==> src/rtl/regbank_pkg.sv <==
// regbank_pkg: shared sizes, register indices and reset constants for the 16x32 register bank
package regbank_pkg;
    localparam int DATA_W     = 32;
    localparam int NREGS      = 16;
    localparam int REG_ADDR_W = 4;
    localparam logic [REG_ADDR_W-1:0] ZERO_REG = 4'd0;
    localparam logic [REG_ADDR_W-1:0] SP_IDX   = 4'd13;
    localparam logic [DATA_W-1:0]     SP_RESET = 32'h1001_03FC;
endpackage

==> src/rtl/seletor_leitura_16x32.sv <==
// seletor_leitura_16x32: 16:1 32-bit read select; address 0 is forced to zero
//   i_words  all NREGS stored words
//   i_sel    4-bit read address
//   o_data   selected word (0 when i_sel is the zero register)
module seletor_leitura_16x32
    import regbank_pkg::*;
(
    input  logic [NREGS-1:0][DATA_W-1:0] i_words,
    input  logic [REG_ADDR_W-1:0]        i_sel,
    output logic [DATA_W-1:0]            o_data
);
    always_comb o_data = (i_sel == ZERO_REG) ? '0 : i_words[i_sel];
endmodule

==> src/rtl/banco_registradores_16x32.sv <==
// banco_registradores_16x32: 16x32 register bank, one sync write port, three combinational read ports
//   iCLK/iRST                      clock, synchronous active-high reset
//   iRegWrite/iWriteReg/iWriteData write port
//   iReadReg1/2 -> oReadData1/2    operand read ports A and B
//   iDispReg -> oDispData          board display read port
//   oWriteCount                    committed-write counter (debug)
// Optional macro REGBANK_BYPASS_EN: write-through forwarding on ports A and B only.
module banco_registradores_16x32
    import regbank_pkg::*;
(
    input  logic                  iCLK,
    input  logic                  iRST,
    input  logic                  iRegWrite,
    input  logic [REG_ADDR_W-1:0] iWriteReg,
    input  logic [DATA_W-1:0]     iWriteData,
    input  logic [REG_ADDR_W-1:0] iReadReg1,
    input  logic [REG_ADDR_W-1:0] iReadReg2,
    input  logic [REG_ADDR_W-1:0] iDispReg,
    output logic [DATA_W-1:0]     oReadData1,
    output logic [DATA_W-1:0]     oReadData2,
    output logic [DATA_W-1:0]     oDispData,
    output logic [15:0]           oWriteCount
);
    logic [NREGS-1:0][DATA_W-1:0] r_regs;
    logic [15:0]                  r_write_count;
    logic                         w_wr_en;
    logic [DATA_W-1:0]            w_rd1;
    logic [DATA_W-1:0]            w_rd2;

    // Writes to the zero register neither commit nor count.
    assign w_wr_en = iRegWrite && !iRST && (iWriteReg != ZERO_REG);

    always_ff @(posedge iCLK) begin
        if (iRST) begin
            r_regs         <= '0;
            r_regs[SP_IDX] <= SP_RESET;
            r_write_count  <= '0;
        end else if (w_wr_en) begin
            r_regs[iWriteReg] <= iWriteData;
            r_write_count     <= r_write_count + 16'd1;
        end
    end

    seletor_leitura_16x32 u_sel_a (.i_words(r_regs), .i_sel(iReadReg1), .o_data(w_rd1));
    seletor_leitura_16x32 u_sel_b (.i_words(r_regs), .i_sel(iReadReg2), .o_data(w_rd2));
    seletor_leitura_16x32 u_sel_d (.i_words(r_regs), .i_sel(iDispReg),  .o_data(oDispData));

`ifdef REGBANK_BYPASS_EN
    assign oReadData1 = (w_wr_en && iReadReg1 == iWriteReg) ? iWriteData : w_rd1;
    assign oReadData2 = (w_wr_en && iReadReg2 == iWriteReg) ? iWriteData : w_rd2;
`else
    assign oReadData1 = w_rd1;
    assign oReadData2 = w_rd2;
`endif

    assign oWriteCount = r_write_count;
endmodule

==> config.mk <==
export PLATFORM = sky130hd
export DESIGN_NAME = banco_registradores_16x32
export DESIGN_NICKNAME = d
export VERILOG_FILES = /design/src/rtl/regbank_pkg.sv /design/src/rtl/seletor_leitura_16x32.sv /design/src/rtl/banco_registradores_16x32.sv
export SDC_FILE = /design/constraint.sdc
export NUM_CORES = 2
export LEC_CHECK = 0
export BUFFER_PORTS_ARGS = -buffer_cell sky130_fd_sc_hd__clkbuf_2
export CORE_AREA = 2 2 321 323
export CTS_CLUSTER_DIAMETER = 60
export CTS_CLUSTER_SIZE = 40
export DETAILED_ROUTE_END_ITERATION = 10
export DIE_AREA = 0 0 323 325
export SETUP_SLACK_MARGIN = 0.5
export SLEW_MARGIN = 30
export SYNTH_ARGS = -nofsm -noshare
export SYNTH_HDL_FRONTEND = slang
export SYNTH_HIERARCHICAL = 1
export SYNTH_SLANG_ARGS = --single-unit
==> constraint.sdc <==
create_clock -name iCLK -period 5.06 [get_ports iCLK]
set_clock_uncertainty 0.05 [all_clocks]
set_input_delay 0.506 -clock iCLK [delete_from_list [all_inputs] [get_ports iCLK]]
set_output_delay 0.506 -clock iCLK [all_outputs]
set_load 0.02 [all_outputs]
==> flow_summary.ini <==
[worst_setup_path]
crit_path_max_fanout = 34
worstSetupStartpoint = iReadReg1[3]
r2r_start = oWriteCount[3]
cp.arrival_ns = 3.16
critPathSlowestCell = buf_4
worst_path_cell_trace = buf_4 > buf_4 > mux2_2 > a221o_1 > a21oi_1 > a21oi_1 > clkbuf_2
worst_setup_path_start_kind = primary input
critical_path_class = primary input to output pin
cpPeakStageDelay_ns = 0.78
data_required_time_at_the_worst_endpoint_ns = 4.50
critical_path.n_buffers_inverters = 3
crit_path_end_kind = output pin
path_delay_family = buffers and inverters

[min_path]
hold_start = iWriteData[10]
tightest_hold_check_type = primary input to flop

[grt]
wire_length_of_the_first_global_routing_pass_um = 170000
grt_max_degree = 221
number_of_antenna_violations_at_the_first_check_in_global_routing = 2
grt.total_usage_pct = 21.5
grt_remaining_overflow = 0
first_global_vias = 24900

[clock_network]
ctsHoldBuffers = 0
cts.root.buffer_cell = clkbuf_16
post_cts.resized_instances = 0
numCtsBuffers = 40
postCtsSetupBuffers = 0
ctsHtreeMaxLevel = 2
clock_latency_at_the_later_pin_of_the_worst_skew_pair_ns = 0.59
clock_pin_slew_reported_for_the_worst_setup_and_hold_paths_after_clock_tree_synthesis_ns = 0.08
cts.sinks = 497
clock_tree.buffer_depth = 3
tritoncts = built

[finish]
final_net_count = 3357
final_cell_mix = nand2_1 (969), a21oi_1 (670), dfxtp_1 (497)
multi_input_comb_area_mm2 = 0.0179
post-route-cell-area_mm2 = 0.0326
layout-area-overhead-vs-synth_pct = 11.0
final_cells = 4705
drive_above_1_share_pct = 18.6
utilization_pct = 32.2
fillerInstances = 10600
final-seq-area_mm2 = 0.00995
layout.cells.most_common = nand2_1

[run]
drv_cap = 0

[outcome]
run_status = completed

[route]
antenna_left = 0
routed_via_density = 5.72
postRouteWirelength_um = 117000
drc_errors = 0
route.vias.total = 26900
drt_pass1_iterations = 6
drt-wirelength-per-cell_um = 25.0
dr.first_iter.drc_count = 3032

[pwr]
total_leakage_power_nw = 11.2
power_per_cell_area_mw_per_mm2 = 267
ir_drop_mv = 0.228

[floorplanning]
die-width_um = 323
fp.coreArea_mm2 = 0.101
placement_rows = 117
floorplan.initialDensity_pct = 29.0
pin_count = 163
die-height_um = 325
full_die_area_mm2 = 0.105

[sta]
timing_worst_slew_pin_value_ns = 1.02
min_period_over_period_pct = 73.5
final_hold_viol_count = 0
setup_tns_ns = 0
grt_setup_unrepaired = no
relSlewSlack_pct = 31.9
achievable-frequency_ghz = 0.269
final.min_clock_period_ns = 3.72
timing.final.max_slew_violations = 0
finalSetupViolations = 0

[synthesis]
ys.warnings.count = 6
syn-mean-instance-area_um2 = 8.66
synth.net_count = 3439
synthesis.instances = 3387
cell_area_after_technology_mapping_mm2 = 0.0293

[placement]
numPlacedInstances = 4630
placement.io_buffers = 162
placed_area_mm2 = 0.0311
detailedPlacementHpwl_um = 67600
gp_congestion = 0.799
[per-layer routing]
layer | GRT usage [%] | wire, um | vias to the layer above
li1 | - | - | 12000
met1 | 28.2 | 47100 | 13300
met2 | 35.1 | 55100 | 1346
met3 | 3.41 | 10500 | 266
met4 | 8.38 | 4880 | 4
met5 | 0 | 27 | -
[where the power goes]
group          total [mW]  switching [mW]  leakage, nW  internal (mW)
combinational        1.18           0.811         6.50          0.364
sequential           3.97          0.0283         4.01           3.94
clock                3.56            1.84        0.704           1.72
total                8.70            2.68         11.2           6.02
[tightest hold or removal path, stage by stage]
cell      delay (ns)
clkbuf_2        0.22
nand2_1         0.11
a21oi_1         0.05
[layout make-up]
class,instances,area share [%]
clock inverter,25,1.11
timing repair buffer,230,4.69
clock buffer,48,3.35
multi-input combinational,2528,55.0
antenna,1,0.00768
tap,1368,5.25
inverter,8,0.0922
sequential,497,30.5
[per-stage QoR]
step	worst slack [ns]	hold WS, ns	power [mW]
2_1_floorplan	2.69	0.402	4.80
3_3_place_gp	1.38	0.412	5.21
3_5_place_dp	1.38	0.420	5.21
4_1_cts	1.39	0.238	8.74
5_1_grt	1.31	0.283	8.94
6_report	1.34	0.264	8.70
[flip-flops by register name, indices dropped and copies added (netlist names)]
signal,count
oWriteCount,16
r_regs,481
[final timing paths]
kind                           to  slack, ns  cells after the start
hold reg to reg       r_regs[503]       0.43                      2
hold / removal        r_regs[490]       0.26                      3
setup / recovery   oReadData1[18]       1.34                      7
setup reg to reg  oWriteCount[10]       3.10                      4
Note: power is estimated with default switching activity, not from simulation.
